$ cat config.mk
export PLATFORM = sky130hd
export DESIGN_NAME = sdram_port_arbiter_flat
export DESIGN_NICKNAME = d
export VERILOG_FILES = /design/src/rtl/sdram_port_arbiter_if.sv /design/src/rtl/sdram_port_arbiter.sv /design/src/flat_wrapper.sv
export SDC_FILE = /design/constraint.sdc
export NUM_CORES = 1
export LEC_CHECK = 0
export ABC_AREA = 1
export BUFFER_PORTS_ARGS = -buffer_cell sky130_fd_sc_hd__clkbuf_2
export CAP_MARGIN = 15
export CORE_ASPECT_RATIO = 1.4
export CORE_MARGIN = 2
export CORE_UTILIZATION = 46
export CTS_BUF_LIST = sky130_fd_sc_hd__clkbuf_16
export DETAILED_ROUTE_END_ITERATION = 8
export GPL_TIMING_DRIVEN = 0
export PLACE_DENSITY = 0.9
export SYNTH_ARGS = -nofsm -noshare
export SYNTH_HDL_FRONTEND = slang
export SYNTH_SLANG_ARGS = --single-unit
export TNS_END_PERCENT = 5
$ cat constraint.sdc
create_clock -name clk -period 2.65 [get_ports clk]
set_input_delay 0.53 -clock clk [delete_from_list [all_inputs] [get_ports clk]]
set_output_delay 0.53 -clock clk [all_outputs]
set_load 0.05 [all_outputs]
$ cat src/rtl/sdram_port_arbiter_if.sv
// Bundled signals for the two client ports and the SDRAM controller command/response port.
// The arbiter uses the slave modport; the agent driving the ports and the controller uses master.
interface sdram_port_arbiter_if;
  logic [21:0] p0_addr;
  logic [1:0]  p0_be_n;
  logic [15:0] p0_wdata;
  logic        p0_rd_n;
  logic        p0_wr_n;
  logic        p0_waitrequest;
  logic [15:0] p0_rdata;
  logic        p0_valid;

  logic [21:0] p1_addr;
  logic [1:0]  p1_be_n;
  logic [15:0] p1_wdata;
  logic        p1_rd_n;
  logic        p1_wr_n;
  logic        p1_waitrequest;
  logic [15:0] p1_rdata;
  logic        p1_valid;

  logic [21:0] az_addr;
  logic [1:0]  az_be_n;
  logic [15:0] az_data;
  logic        az_rd_n;
  logic        az_wr_n;
  logic [15:0] za_data;
  logic        za_valid;
  logic        za_waitrequest;

  modport slave (
    input  p0_addr, p0_be_n, p0_wdata, p0_rd_n, p0_wr_n,
    output p0_waitrequest, p0_rdata, p0_valid,
    input  p1_addr, p1_be_n, p1_wdata, p1_rd_n, p1_wr_n,
    output p1_waitrequest, p1_rdata, p1_valid,
    output az_addr, az_be_n, az_data, az_rd_n, az_wr_n,
    input  za_data, za_valid, za_waitrequest
  );

  modport master (
    output p0_addr, p0_be_n, p0_wdata, p0_rd_n, p0_wr_n,
    input  p0_waitrequest, p0_rdata, p0_valid,
    output p1_addr, p1_be_n, p1_wdata, p1_rd_n, p1_wr_n,
    input  p1_waitrequest, p1_rdata, p1_valid,
    input  az_addr, az_be_n, az_data, az_rd_n, az_wr_n,
    output za_data, za_valid, za_waitrequest
  );
endinterface

$ cat src/rtl/sdram_port_arbiter.sv
// Two-port arbiter in front of an SDRAM controller: port 0 (CPU) and port 1 (DMA), one read outstanding.
// Optional macro SDRAM_ARB_ROUND_ROBIN_EN turns fixed priority (port 0 wins) into round-robin.
module sdram_port_arbiter #(
  parameter int unsigned RD_TIMEOUT = 255
) (
  input  logic                       clk,
  input  logic                       reset_n,
  sdram_port_arbiter_if.slave        bus,
  output logic [1:0]                 grant,
  output logic                       rd_err
);
  localparam int unsigned CNT_W = 9;
  localparam logic [15:0] TIMEOUT_DATA = 16'hDEAD;

  typedef enum logic [1:0] {IDLE, CMD, RDWAIT} state_t;

  state_t           state;
  logic [CNT_W-1:0] rd_cnt;

  logic req0;
  logic req1;
  logic pick1;
  logic sel;
  logic g_rd_n;
  logic g_wr_n;
  logic g_req;
  logic rsp_timeout;
  logic rsp_done;
  logic [15:0] rsp_data;

  assign req0 = ~bus.p0_rd_n | ~bus.p0_wr_n;
  assign req1 = ~bus.p1_rd_n | ~bus.p1_wr_n;

`ifdef SDRAM_ARB_ROUND_ROBIN_EN
  // last1 remembers whether port 1 won the previous grant; a contest goes to the other port
  logic last1;
  assign pick1 = req1 & (~req0 | ~last1);
`else
  assign pick1 = req1 & ~req0;
`endif

  // Granted-port mux feeding the controller command port
  assign sel    = grant[1];
  assign g_rd_n = sel ? bus.p1_rd_n : bus.p0_rd_n;
  assign g_wr_n = sel ? bus.p1_wr_n : bus.p0_wr_n;
  assign g_req  = ~g_rd_n | ~g_wr_n;

  assign bus.az_addr = sel ? bus.p1_addr  : bus.p0_addr;
  assign bus.az_be_n = sel ? bus.p1_be_n  : bus.p0_be_n;
  assign bus.az_data = sel ? bus.p1_wdata : bus.p0_wdata;
  // Both strobes low is a write, so the read strobe is suppressed whenever write is asserted
  assign bus.az_wr_n = (state == CMD) ? g_wr_n : 1'b1;
  assign bus.az_rd_n = (state == CMD) ? (g_rd_n | ~g_wr_n) : 1'b1;

  assign bus.p0_waitrequest = (state == CMD && grant[0]) ? bus.za_waitrequest : 1'b1;
  assign bus.p1_waitrequest = (state == CMD && grant[1]) ? bus.za_waitrequest : 1'b1;

  assign rsp_timeout = (rd_cnt == CNT_W'(RD_TIMEOUT - 1));
  assign rsp_done    = (state == RDWAIT) && (bus.za_valid || rsp_timeout);
  assign rsp_data    = bus.za_valid ? bus.za_data : TIMEOUT_DATA;

  always_ff @(posedge clk or negedge reset_n) begin
    if (!reset_n) begin
      state        <= IDLE;
      grant        <= 2'b00;
      rd_cnt       <= '0;
      rd_err       <= 1'b0;
      bus.p0_rdata <= '0;
      bus.p1_rdata <= '0;
      bus.p0_valid <= 1'b0;
      bus.p1_valid <= 1'b0;
`ifdef SDRAM_ARB_ROUND_ROBIN_EN
      last1        <= 1'b1;
`endif
    end else begin
      bus.p0_valid <= 1'b0;
      bus.p1_valid <= 1'b0;
      case (state)
        IDLE: begin
          if (req0 || req1) begin
            grant <= pick1 ? 2'b10 : 2'b01;
            state <= CMD;
`ifdef SDRAM_ARB_ROUND_ROBIN_EN
            last1 <= pick1;
`endif
          end
        end
        CMD: begin
          if (!g_req) begin
            state <= IDLE;
            grant <= 2'b00;
          end else if (!bus.za_waitrequest) begin
            if (!g_wr_n) begin
              state <= IDLE;
              grant <= 2'b00;
            end else begin
              state  <= RDWAIT;
              rd_cnt <= '0;
            end
          end
        end
        RDWAIT: begin
          if (rsp_done) begin
            if (sel) begin
              bus.p1_rdata <= rsp_data;
              bus.p1_valid <= 1'b1;
            end else begin
              bus.p0_rdata <= rsp_data;
              bus.p0_valid <= 1'b1;
            end
            if (!bus.za_valid) rd_err <= 1'b1;
            rd_cnt <= '0;
            state  <= IDLE;
            grant  <= 2'b00;
          end else begin
            rd_cnt <= rd_cnt + CNT_W'(1);
          end
        end
        default: begin
          state <= IDLE;
          grant <= 2'b00;
        end
      endcase
    end
  end
endmodule

$ cat src/flat_wrapper.sv
// flat-port wrapper written by rule: the top's interface ports become plain ports
module sdram_port_arbiter_flat 
#(
  parameter int unsigned RD_TIMEOUT = 255
)
  (clk, reset_n, grant, rd_err, bus_p0_addr, bus_p0_be_n, bus_p0_wdata, bus_p0_rd_n, bus_p0_wr_n, bus_p0_waitrequest, bus_p0_rdata, bus_p0_valid, bus_p1_addr, bus_p1_be_n, bus_p1_wdata, bus_p1_rd_n, bus_p1_wr_n, bus_p1_waitrequest, bus_p1_rdata, bus_p1_valid, bus_az_addr, bus_az_be_n, bus_az_data, bus_az_rd_n, bus_az_wr_n, bus_za_data, bus_za_valid, bus_za_waitrequest);
  sdram_port_arbiter_if bus_i ();
  input  logic clk;
  input  logic reset_n;
  output logic [1:0] grant;
  output logic rd_err;
  input wire logic [$bits(bus_i.p0_addr)-1:0] bus_p0_addr;
  input wire logic [$bits(bus_i.p0_be_n)-1:0] bus_p0_be_n;
  input wire logic [$bits(bus_i.p0_wdata)-1:0] bus_p0_wdata;
  input wire logic [$bits(bus_i.p0_rd_n)-1:0] bus_p0_rd_n;
  input wire logic [$bits(bus_i.p0_wr_n)-1:0] bus_p0_wr_n;
  output wire logic [$bits(bus_i.p0_waitrequest)-1:0] bus_p0_waitrequest;
  output wire logic [$bits(bus_i.p0_rdata)-1:0] bus_p0_rdata;
  output wire logic [$bits(bus_i.p0_valid)-1:0] bus_p0_valid;
  input wire logic [$bits(bus_i.p1_addr)-1:0] bus_p1_addr;
  input wire logic [$bits(bus_i.p1_be_n)-1:0] bus_p1_be_n;
  input wire logic [$bits(bus_i.p1_wdata)-1:0] bus_p1_wdata;
  input wire logic [$bits(bus_i.p1_rd_n)-1:0] bus_p1_rd_n;
  input wire logic [$bits(bus_i.p1_wr_n)-1:0] bus_p1_wr_n;
  output wire logic [$bits(bus_i.p1_waitrequest)-1:0] bus_p1_waitrequest;
  output wire logic [$bits(bus_i.p1_rdata)-1:0] bus_p1_rdata;
  output wire logic [$bits(bus_i.p1_valid)-1:0] bus_p1_valid;
  output wire logic [$bits(bus_i.az_addr)-1:0] bus_az_addr;
  output wire logic [$bits(bus_i.az_be_n)-1:0] bus_az_be_n;
  output wire logic [$bits(bus_i.az_data)-1:0] bus_az_data;
  output wire logic [$bits(bus_i.az_rd_n)-1:0] bus_az_rd_n;
  output wire logic [$bits(bus_i.az_wr_n)-1:0] bus_az_wr_n;
  input wire logic [$bits(bus_i.za_data)-1:0] bus_za_data;
  input wire logic [$bits(bus_i.za_valid)-1:0] bus_za_valid;
  input wire logic [$bits(bus_i.za_waitrequest)-1:0] bus_za_waitrequest;
  assign bus_i.p0_addr = bus_p0_addr;
  assign bus_i.p0_be_n = bus_p0_be_n;
  assign bus_i.p0_wdata = bus_p0_wdata;
  assign bus_i.p0_rd_n = bus_p0_rd_n;
  assign bus_i.p0_wr_n = bus_p0_wr_n;
  assign bus_p0_waitrequest = bus_i.p0_waitrequest;
  assign bus_p0_rdata = bus_i.p0_rdata;
  assign bus_p0_valid = bus_i.p0_valid;
  assign bus_i.p1_addr = bus_p1_addr;
  assign bus_i.p1_be_n = bus_p1_be_n;
  assign bus_i.p1_wdata = bus_p1_wdata;
  assign bus_i.p1_rd_n = bus_p1_rd_n;
  assign bus_i.p1_wr_n = bus_p1_wr_n;
  assign bus_p1_waitrequest = bus_i.p1_waitrequest;
  assign bus_p1_rdata = bus_i.p1_rdata;
  assign bus_p1_valid = bus_i.p1_valid;
  assign bus_az_addr = bus_i.az_addr;
  assign bus_az_be_n = bus_i.az_be_n;
  assign bus_az_data = bus_i.az_data;
  assign bus_az_rd_n = bus_i.az_rd_n;
  assign bus_az_wr_n = bus_i.az_wr_n;
  assign bus_i.za_data = bus_za_data;
  assign bus_i.za_valid = bus_za_valid;
  assign bus_i.za_waitrequest = bus_za_waitrequest;
  sdram_port_arbiter #(.RD_TIMEOUT(RD_TIMEOUT)) u_core (.clk(clk), .reset_n(reset_n), .bus(bus_i), .grant(grant), .rd_err(rd_err));
endmodule
==> results.py <==
metrics = {
    "finish": {
        "nNetsFinal": 713,
        "drive_gt1_frac": 0.373,
        "area.sequential_um2": 1200,
        "area_growth_pct": 40.9,
        "fill_cells": 515,
        "layout_commonest_cell": "nand2_1",
        "mostFrequentLayoutCells": "234 x nand2_1, 188 x clkbuf_2, 48 x dfrtp_1",
        "multi_input_area_um2": 1470,
        "fin_cells": 680,
        "n_antenna_cell": 0,
    },
    "routing": {
        "viasPerCell": 4.91,
        "dr.pass1.iters": 5,
        "antenna_left": 0,
        "num_vias": 3339,
        "drt-initial-drc-count": 157,
        "routed_wl_um": 8890,
        "routedWlPerCell_um": 13.1,
        "drc": 0,
    },
    "sta": {
        "finalSetupTns_ns": 0,
        "finalCritPeriodShare": 0.917,
        "rsz0062_at_grt": "false",
        "clock_skew_ns": 0.00676,
        "worstMarginPinSlew_ns": 0.531,
        "min_period_ns": 2.43,
        "max-slew-margin-rel": 0.646,
        "holdWs_ns": 0.111,
        "setup_violations": 0,
        "hold_viol": 0,
        "fmax_mhz": 412,
        "drv_slew": 0,
    },
    "pwr": {
        "cellLeakagePower_nw": 2.56,
        "seqPwrFrac": 0.254,
        "p_sw_frac": 0.574,
        "netSwitchingPower_mw": 2.56,
        "total_power_mw": 4.45,
        "pwr-share-comb": 0.612,
        "p_per_area_nw_per_um2": 1100,
        "peakVddDrop_uv": 637,
        "power.share.clock": 0.135,
        "p_int_mw": 1.90,
    },
    "setup_path": {
        "crit_family": "buffers and inverters",
        "critical_path.cell_chain": "buf_6, inv_2, buf_2, clkbuf_2, nand2_1, nand2_1, clkbuf_2",
        "worstSetupStartpointType": "flop",
        "slowest_stage": "dfrtp_1",
        "cp.arrival_ns": 1.90,
        "regToRegSetupSlack_ns": 1.00,
        "cp_num_buf_inv": 5,
        "cp_max_fo": 10,
        "setup.worst_path.class": "reg -> out",
        "r2r_cells": 10,
        "critPathCaptureType": "output port",
        "max_stage_delay_ns": 0.38,
        "worstReg2RegStart": "u_core.rd_cnt[0]",
        "r2r_end": "u_core.bus.p0_rdata[1]",
        "cp_data_required_time_ns": 2.12,
    },
    "global_route": {
        "grt_first_pass_wirelength_um": 14600,
        "grt_overflow": 0,
        "grt.met1_usage": 0.325,
        "antenna_found_initial": 0,
        "grt_max_degree": 49,
        "grt.total_usage": 0.261,
        "use_met3": 0.0425,
        "use_met2": 0.454,
        "top_usage_layer": "met2",
        "grt_pass1_vias": 3287,
    },
    "synth": {
        "ys_ff_latch": 48,
        "syn_area_per_cell_um2": 6.93,
        "syn-cell-area_um2": 2880,
        "synth_nets": 521,
        "yosys.area.top_type": "dfrtp_1",
        "ys_seq_area_frac": 0.418,
        "synth.distinct_cells": 28,
        "synthCells": 415,
        "yosys_warnings": 0,
        "synth_area_leaders": "dfrtp_1 42%, nand2_1 31%, o21ai_0 4.3%, or2_2 2.4%, inv_1 2.3%",
        "yosysTopAreaCellShare": 0.418,
    },
    "place": {
        "gp_congestion": 0.893,
        "io_buffer_count": 184,
        "dp_hpwl_um": 7080,
        "dp.cells": 671,
    },
    "clock_tree": {
        "clockBufferDepth": 2,
        "clkTransAtPathRegs_ns": 0.06,
        "holdBufCountCts": 0,
        "clock_sinks": 48,
        "htreeDepth": 2,
        "worstSkewPairLatency_ns": 0.29,
        "cts_tree": "done",
        "cts_buffers": 5,
        "cts_root_buffer": "clkbuf_16",
    },
    "floorplanning": {
        "die_area_um2": 6910,
        "rows": 34,
        "core_um2": 6130,
        "die_w_um": 70.8,
        "die_h_um": 97.6,
        "io_pins": 185,
        "initial_core_util": 0.470,
    },
    "hold_path": {
        "hold_path.class": "in -> async",
    },
    "outcome": {
        "run_status": "completed",
    },
    "run": {
        "maxCapViolCount": 0,
    },
}
## power groups by stage
stage / registers (mW) / logic, mW / clock network, mW
2_1_floorplan: 1.85 / 1.30 / 0
5_1_grt: 1.15 / 2.92 / 0.636
3_3_place_gp: 1.13 / 2.67 / 0
6_report: 1.13 / 2.72 / 0.600
4_1_cts: 1.13 / 2.73 / 0.614
3_5_place_dp: 1.13 / 2.72 / 0
## stage by stage
step	cell area [um2]	util	worst slack, ns
3_5_place_dp	3890	0.635	0.362
3_3_place_gp	3890	0.635	0.396
4_1_cts	4030	0.657	0.0494
6_report	4050	0.662	0.220
2_1_floorplan	2880	-	0.353
5_1_grt	4050	0.662	0.0942
## cells by family (layout without fill, tap and decap cells)
| family | Yosys count | count (layout) | synth area share |
|---|---|---|---|
| AOI/OAI and AO/OA | 39 | 39 | 0.0709 |
| xor gates and xnor gates | 3 | 3 | 0.00914 |
| adders and majority gates | 2 | 2 | 0.00870 |
| buffers and inverters | 40 | 233 | 0.0726 |
| DFF | 48 | 48 | 0.418 |
| and+or+nand+nor | 283 | 283 | 0.421 |
## layer usage
| metal | routed length (um) | vias up | part of all wire |
|---|---|---|---|
| li1 | - | 1669 | - |
| met1 | 3360 | 1498 | 0.38 |
| met2 | 4690 | 152 | 0.53 |
| met3 | 634 | 20 | 0.071 |
| met4 | 202 | 0 | 0.023 |
| met5 | 0 | - | 0 |
## how the worst max path moves through the flow
stage / start / end / slack, ns / cells after the start
after CTS: u_core.grant[1] / bus_az_data[11] / 0.05 / 7
after detailed placement: u_core.grant[1] / bus_az_data[11] / 0.36 / 7
after floorplan: u_core.grant[1] / bus_az_addr[0] / 0.35 / 5
final: u_core.grant[1] / bus_az_data[11] / 0.22 / 7
after global placement: u_core.grant[1] / bus_az_data[14] / 0.40 / 6
after global routing: u_core.grant[1] / bus_az_data[8] / 0.09 / 7
## sequential cells by signal, summed over array words and instances, names as in the netlist
signal	cells
u_core.bus.p0_valid	1
u_core.grant	2
u_core.bus.p0_rdata	16
u_core.rd_err	1
u_core.bus.p1_rdata	16
u_core.rd_cnt	9
u_core.bus.p1_valid	1
u_core.state	2
## cell usage after synthesis (all sizes together)
cell / instances
nand3b: 3
buf: 12
inv: 19
dfrtp: 48
nand3: 13
nand2: 238
o21ai: 35
or2: 12
xor2: 3
clkbuf: 9
nor2: 11
ha: 2
a21oi: 2
nand4: 6
a21o: 1
o21bai: 1
## layout make-up
| type | instances | area share |
|---|---|---|
| Buffer | 21 | 0.0352 |
| Clock buffer | 5 | 0.0309 |
| Clock inverter | 3 | 0.00370 |
| Inverter | 19 | 0.0176 |
| Multi-Input combinational cell | 327 | 0.362 |
| Sequential cell | 48 | 0.296 |
| Tap cell | 72 | 0.0222 |
| Timing Repair Buffer | 185 | 0.232 |
## what timing repair did
item | in CTS | in global routing
buffers inserted | 0 | 0
setup endpoints to repair | 0 | 19
resized for setup | 0 | 8
(Power assumes the default switching activity.)
